<file path="src/rtl/alu_op_sequencer.sv">
// alu_op_sequencer: issues one request at a time to an 8-bit ALU unit bank
// and returns the selected unit's 16-bit result over a valid/ready channel.
//
// Ports:
//   clk, rst_n                  clock, async active-low reset
//   req_valid/req_ready         request handshake; req_op, req_a, req_b payload
//   opnd_a, opnd_b              registered operands fanned out to all units
//   unit_start                  one-hot, one-cycle start pulse
//   unit_res, unit_done         per-unit results (16 bits each) and done strobes
//   rsp_valid/rsp_ready         response handshake; rsp_res, rsp_op, rsp_err
//   busy                        high whenever the sequencer is not idle
//   op_count                    completed responses, wraps at 16 bits
//
// Build option: define ALU_SEQ_TIMEOUT_EN to add a WAIT watchdog that gives
// up after TIMEOUT cycles and answers with rsp_err = 1, rsp_res = 0xDEAD.

module alu_op_sequencer #(
    parameter int                   NUM_UNITS      = 6,
    parameter int                   OPW            = 3,
    parameter logic [NUM_UNITS-1:0] FIXED_LAT_MASK = 6'b000111,
    parameter int                   TIMEOUT        = 255
) (
    input  logic                    clk,
    input  logic                    rst_n,
    input  logic                    req_valid,
    output logic                    req_ready,
    input  logic [OPW-1:0]          req_op,
    input  logic [7:0]              req_a,
    input  logic [7:0]              req_b,
    output logic [7:0]              opnd_a,
    output logic [7:0]              opnd_b,
    output logic [NUM_UNITS-1:0]    unit_start,
    input  logic [16*NUM_UNITS-1:0] unit_res,
    input  logic [NUM_UNITS-1:0]    unit_done,
    output logic                    rsp_valid,
    input  logic                    rsp_ready,
    output logic [15:0]             rsp_res,
    output logic [OPW-1:0]          rsp_op,
    output logic                    rsp_err,
    output logic                    busy,
    output logic [15:0]             op_count
);

    // Elaboration-time sanity check of the configuration.
    if ((2 ** OPW) < NUM_UNITS || TIMEOUT < 1) begin : g_bad_cfg
        $error("alu_op_sequencer: invalid OPW/NUM_UNITS/TIMEOUT");
    end

    typedef enum logic [1:0] {
        IDLE,
        ISSUE,
        WAIT,
        RESP
    } state_t;

    localparam logic [OPW:0] NU_W = (OPW+1)'(NUM_UNITS);

    state_t state;

    logic        op_ok;
    logic [15:0] sel_res;
    logic        sel_done;
    logic        sel_fixed;

    assign op_ok = ({1'b0, req_op} < NU_W);

    // rsp_op doubles as the latched op code for the whole transaction,
    // so the result slice and done bit are selected from it.
    always_comb begin
        sel_res   = '0;
        sel_done  = 1'b0;
        sel_fixed = 1'b0;
        for (int i = 0; i < NUM_UNITS; i++) begin
            if (rsp_op == OPW'(i)) begin
                sel_res   = unit_res[16*i +: 16];
                sel_done  = unit_done[i];
                sel_fixed = FIXED_LAT_MASK[i];
            end
        end
    end

`ifdef ALU_SEQ_TIMEOUT_EN
    localparam int CW = ($clog2(TIMEOUT + 1) > 8) ? $clog2(TIMEOUT + 1) : 8;
    logic [CW-1:0] wait_cnt;
`endif

    always_ff @(posedge clk or negedge rst_n) begin
        if (!rst_n) begin
            state      <= IDLE;
            req_ready  <= 1'b1;
            busy       <= 1'b0;
            opnd_a     <= '0;
            opnd_b     <= '0;
            unit_start <= '0;
            rsp_valid  <= 1'b0;
            rsp_res    <= '0;
            rsp_op     <= '0;
            rsp_err    <= 1'b0;
            op_count   <= '0;
`ifdef ALU_SEQ_TIMEOUT_EN
            wait_cnt   <= '0;
`endif
        end else begin
            case (state)
                IDLE: begin
                    if (req_valid) begin
                        opnd_a    <= req_a;
                        opnd_b    <= req_b;
                        rsp_op    <= req_op;
                        busy      <= 1'b1;
                        req_ready <= 1'b0;
                        if (op_ok) begin
                            unit_start <= NUM_UNITS'(1) << req_op;
                            state      <= ISSUE;
                        end else begin
                            // No unit behind this code: answer at once.
                            rsp_err   <= 1'b1;
                            rsp_res   <= '0;
                            rsp_valid <= 1'b1;
                            state     <= RESP;
                        end
                    end
                end
                ISSUE: begin
                    unit_start <= '0;
                    state      <= WAIT;
`ifdef ALU_SEQ_TIMEOUT_EN
                    wait_cnt   <= '0;
`endif
                end
                WAIT: begin
                    // Fixed-latency units registered res on the ISSUE edge,
                    // so the first WAIT cycle already sees it.
                    if (sel_fixed || sel_done) begin
                        rsp_res   <= sel_res;
                        rsp_valid <= 1'b1;
                        state     <= RESP;
                    end
`ifdef ALU_SEQ_TIMEOUT_EN
                    else if (wait_cnt == CW'(TIMEOUT - 1)) begin
                        rsp_res   <= 16'hDEAD;
                        rsp_err   <= 1'b1;
                        rsp_valid <= 1'b1;
                        state     <= RESP;
                    end else begin
                        wait_cnt <= wait_cnt + 1'b1;
                    end
`endif
                end
                RESP: begin
                    if (rsp_ready) begin
                        rsp_valid <= 1'b0;
                        rsp_err   <= 1'b0;
                        op_count  <= op_count + 16'd1;
                        busy      <= 1'b0;
                        req_ready <= 1'b1;
                        state     <= IDLE;
                    end
                end
                default: state <= IDLE;
            endcase
        end
    end

endmodule

</file>
<file path="config.mk">
export PLATFORM = sky130hd
export DESIGN_NAME = alu_op_sequencer
export DESIGN_NICKNAME = d
export VERILOG_FILES = /design/src/rtl/alu_op_sequencer.sv
export SDC_FILE = /design/constraint.sdc
export NUM_CORES = 1
export LEC_CHECK = 0
export CAP_MARGIN = 20
export CORE_ASPECT_RATIO = 0.5
export CORE_MARGIN = 4
export CORE_UTILIZATION = 44
export CTS_BUF_LIST = sky130_fd_sc_hd__clkbuf_8
export DETAILED_ROUTE_END_ITERATION = 7
export GPL_TIMING_DRIVEN = 0
export MAX_ROUTING_LAYER = met4
export PLACE_DENSITY = 0.88
export SYNTH_ARGS = -nofsm -noshare
export SYNTH_HDL_FRONTEND = slang
export SYNTH_SLANG_ARGS = --single-unit
</file>
<file path="constraint.sdc">
create_clock -name clk -period 2.7 [get_ports clk]
set_input_delay 0.54 -clock clk [delete_from_list [all_inputs] [get_ports clk]]
set_output_delay 0.54 -clock clk [all_outputs]
set_load 0.005 [all_outputs]
</file>
Word-level counts from Yosys, hierarchy flattened
Cells that the tools add are included.

word-level totals
  register bits after elaboration = 63
  logic and storage cells = 83
  output and inout bits = 61
  bits of input ports = 125

operators by class
  magnitude comparators = 1
  add/subtract/negate cells = 1
  equal/unequal tests = 13
  muxes and demuxes = 41
  reduce and logical (&&, ||, !) cells = 15
  shifts and indexed selects = 1

operators with widths
  cell                                                               count
  16-bit 2-to-1 mux                                                  9
  16-bit one-hot mux with 2 select lines                             1
  1-bit 2-to-1 mux                                                   19
  16-bit by 1-bit adder with 16-bit output, second input constant    1
  6-bit 2-to-1 mux                                                   2
  6-bit one-hot mux with 2 select lines                              1
  2-bit inequality test, second input constant                       5
  3-bit AND reduction                                                3
  2-bit 2-to-1 mux                                                   4
  2-bit one-hot mux with 4 select lines                              1
  4-bit AND reduction                                                2
  3-bit by 2-bit == test with 1-bit output, second input constant    2
  3-bit == test, second input constant                               2
  1-bit one-hot mux with 2 select lines                              3
  2-bit nonzero test                                                 3
  1-bit by 3-bit << shifter with 6-bit output, first input constant  1
  5-bit AND reduction                                                1
  2-bit == test, second input constant                               2
  2-bit AND reduction                                                2
  3-bit by 1-bit == test with 1-bit output, second input constant    1
  3-bit zero test                                                    1
  3-bit < comparator, second input constant                          1
  1-bit one-hot mux with 3 select lines                              1
  3-bit nonzero test                                                 1
  other kinds (3)                                                    3

Logic depth before layout (Yosys ltp)
  depth after elaboration = 10
  gate-level depth with buffers = 8
  mapped depth without buffers = 7

Worst setup path before layout
Ideal clock, no wire load.

  kind = register to register
  start = reg state[0]
  end = reg rsp_valid
  library setup time = 128 ps
  setup slack = 971 ps
  path buffers = 1
  cell stages (with the launch flop) = 9
  data arrival time = 1601 ps
  period minus slack after synthesis = 1729 ps
  cells stage by stage = dfrtp_1 inv_1 ha_1 buf_2 nor2b_1 a311o_1 nor3_4 nand2_2 mux2i_1

between the ends
  longest elaborated chain between the ends = 3
  elaborated cells on any way between the ends = 10

ends and longest elaborated chain
  element                                                                       line  text
  from (decl)                                                                   58    state_t state;
  from (signal assigned)                                                        89    state <= IDLE;
  from (signal assigned)                                                        114   state <= ISSUE;
  from (signal assigned)                                                        120   state <= RESP;
  2-bit == test / 2-bit zero test (equally long branches)                       104   case (state)
  2-bit inequality test (no line) / 3-bit nonzero test (equally long branches)  n/a
  5-bit AND reduction (no line)                                                 n/a
  to (signal assigned)                                                          95    rsp_valid <= 1'b0;
  to (signal assigned)                                                          119   rsp_valid <= 1'b1;
  to (signal assigned)                                                          136   rsp_valid <= 1'b1;
  to (decl)                                                                     35    output logic rsp_valid,

Several ways; a longest one is shown, not always the timed one.
A chain may end at the register's enable or synchronous reset.

Worst setup path after layout
  start = in req_op[2]
  end = reg rsp_res[4]

between the ends
  longest elaborated chain between the ends = 3

ends and longest elaborated chain
  element                          line  text
  from (decl)                      27    input logic [OPW-1:0] req_op,
  3-bit < comparator               65    assign op_ok = ({1'b0, req_op} < NU_W);
  2-bit inequality test (no line)  n/a
  4-bit AND reduction (no line)    n/a
  to (signal assigned)             135   rsp_res <= sel_res;
  to (decl)                        37    output logic [15:0] rsp_res,

Every way passes these cells.

==> impl_results.md <==
* Outcome: complete, no violations
* Ys flop type: dfrtp_1
* Mapped Cells at 326
* Warnings from Yosys at 0
* WS Path Type: input pin to flip-flop
* Detail Placement HPWL at 9280 microns
* Post-synth top area cell: dfrtp_1
* Critical path launch point type: input pin
* PortBufs at roughly 180
* Gr usage total at 0.260
* Grt ovf at 0
* #FFs+latches synth at between 60 and 70
* Initial antenna violation count at 0
* Async S/R FF share, synth at 1.00
* Placer Congestion at 0.951
* Worst Path Arrival at 2.26 ns
* Max-slew headroom at the worst pin at 0.608
* CP max stage cell: clkdlybuf4s50_1
* Largest net degree at the start of global routing at 41
* Fillers at 509
* Remaining routing DRC violations at 0
* Final nets at ~650
* Pwr Density at around 930 nW/um^2
* Max cap viols at 0
* VDD IR-drop max at 0.000552 V
* Peak Freq at 489 MHz
* CTS max path bufs at 2
* Die area at between 9000 and 10000 sq um
* Worst setup EP type: flip-flop
* Clk sinks at 63
* Critical-path cell list: clkdlybuf4s50_1 -> nand2_1 -> o22ai_1 -> nand4bb_1 -> buf_2 -> nand2_1 -> o21ai_0
* Area share of the leading cell type in the synthesized netlist at 0.446
* WHS at 0.174 ns
* Synth area leaders: dfrtp_1 45%, mux4_2 9.1%, mux2_2 6.5%, nand2_1 6.4%, mux2i_1 5.2%
* Synthesized Nets at 456
* Worst skew pair latency at 0.35 ns
* Unique cell type count in the Yosys netlist at 40
* Post-synth top cells: 62 x dfrtp_1, 59 x nand2_1, 21 x inv_1, 20 x mux2_2, 19 x o21ai_0
* # IOs at 186
* Total instance count after detailed placement at approximately 600
* Max stage delay on crit path at 0.63 ns
* Mapped cell area at 3480 sq um
* Register Area at between 1500 and 2000 sq um
* Slew Limit Fails at 0
* Leakage power at 2.39 nW
* Top-count cell post-synth: dfrtp_1
* Period utilization at 0.758
* First drt pass iteration count at 4
* CP most frequent cell: nand2_1
* Die Ht at 70.9 microns
* Post-synth EDFFs at 0
* CTS root buf: clkbuf_8
* Final hold violations at 0
* Via-per-instance ratio at slightly above 5
* Hold buffers post-CTS at 0
* Syn_area_per_cell at 10.7 sq um
* Fin cells at 632
* Fin crit period at 2.05 ns
* Wirelength per Cell at 18.4 microns
* Worst-Margin Slew at 0.584 ns
* Unrepaired setup endpoints after global routing: false
* Vias in the first global route at 3385
* CTS H-tree depth at 3
* Worst EP required at a little under 3 ns
* HP Class: input pin to asynchronous set/reset pin
* Maximum fanout along the worst path at 10
* First-pass GRT wire length at approximately 18000 microns
* FP Rows at 22
* TritonCTS clock tree: built
* Final ANT Viol Nets at 0
* R2R cell count at 8
* Share of layout cells above drive strength 1 at 0.130
* 1st-iter DRT viols at 188
* DR vias at 3218
* Core area at 7510 sq um
* Die Wd at 134 microns
* CTS resizes at 0
* WL final at between 10000 and 15000 microns
* Clock skew at 0.00389 ns
* Final setup fails at 0
* Area occupied by multi-input gates at approximately 1700 sq um
* Antenna cell count at 0
* Post-CTS setup buffers at 0
* TritonCTS Buffers at 9
* Synth-to-Final Area Change at 62.3%
* Clock transition at the registers of the reported paths at 0.07 ns
* Starting Density at 0.463
* Seq/Total Area, Yosys at 0.453
-- critical path: cells and delay by family --
family	cells	cell delay [ns]
buffers and inverters	2	0.90
and+or+nand+nor	3	0.53
AOI/OAI and AO/OA	2	0.28
-- final timing paths --
check                                  start      endpoint  slack [ns]
worst max-delay path               req_op[2]    rsp_res[4]        0.65
worst min-delay path                   rst_n    rsp_res[0]        0.17
worst max register to register      state[0]    rsp_res[4]        0.68
worst min register to register  op_count[15]  op_count[15]        0.47
max in group asynchronous              rst_n     req_ready        1.86
min in group clk                op_count[15]  op_count[15]        0.47
-- sequential cells by signal, summed over array words and instances, names as in the netlist --
name,count
opnd_b,8
opnd_a,8
busy,1
req_ready,1
state,2
rsp_op,3
rsp_err,1
unit_start,6
op_count,16
rsp_valid,1
rsp_res,16
-- layer usage --
| layer | vias up | GRT usage | share of wire |
|---|---|---|---|
| met5 | - | - | 0 |
| met4 | 0 | 0.0764 | 0.017 |
| met3 | 15 | 0.0703 | 0.054 |
| met2 | 101 | 0.430 | 0.52 |
| met1 | 1575 | 0.317 | 0.41 |
| li1 | 1527 | - | - |
-- power breakdown --
part	internal, mW	switching [mW]
Clock	0.496	0.367
Combinational	1.57	1.30
Sequential	1.30	0.221
Total	3.37	1.89
-- through the flow --
step           area (sq um)  worst slack (ns)  utilization  TNS, ns  power (mW)
5_1_grt                5650             0.522        0.752        0        5.62
4_1_cts                5650             0.689        0.752        0        5.28
6_report               5650             0.653        0.752        0        5.26
3_3_place_gp           5430            -0.947        0.722   -58.52        4.31
2_1_floorplan          3480             0.971            -        0        3.09
3_5_place_dp           5440             0.359        0.724        0        4.39
-- layout by cell type (no fill, tap or decap), drive strengths merged, types with 5 or more instances in the layout --
cell	count
mux2	20
mux4	16
nand2	60
ha	5
nand3	7
o22ai	17
xnor2	12
dfrtp	62
inv	22
nor2	9
clkdlybuf4s50	180
mux2i	18
o21ai	25
a21oi	6
clkbuf	16
buf	17
nor2b	5
-- cells by family after synthesis --
group           after synthesis  synth area share
compound gates               52            0.0837
xor+xnor                     15            0.0377
fa+ha+maj                     5            0.0180
buf+inv                      40            0.0535
flops                        63             0.453
mux                          54             0.222
simple gates                 97             0.132
-- final cells by class --
type                    instances  share of cell area
well taps                     108              0.0239
plain buffers                  19              0.0190
clock buffers                  12              0.0292
repair buffers                182               0.323
clock inverters                 4             0.00775
inverters                      21              0.0139
multi-input cells             223               0.304
flip-flops and latches         63               0.279
Note: power is estimated with default switching activity, not from simulation.
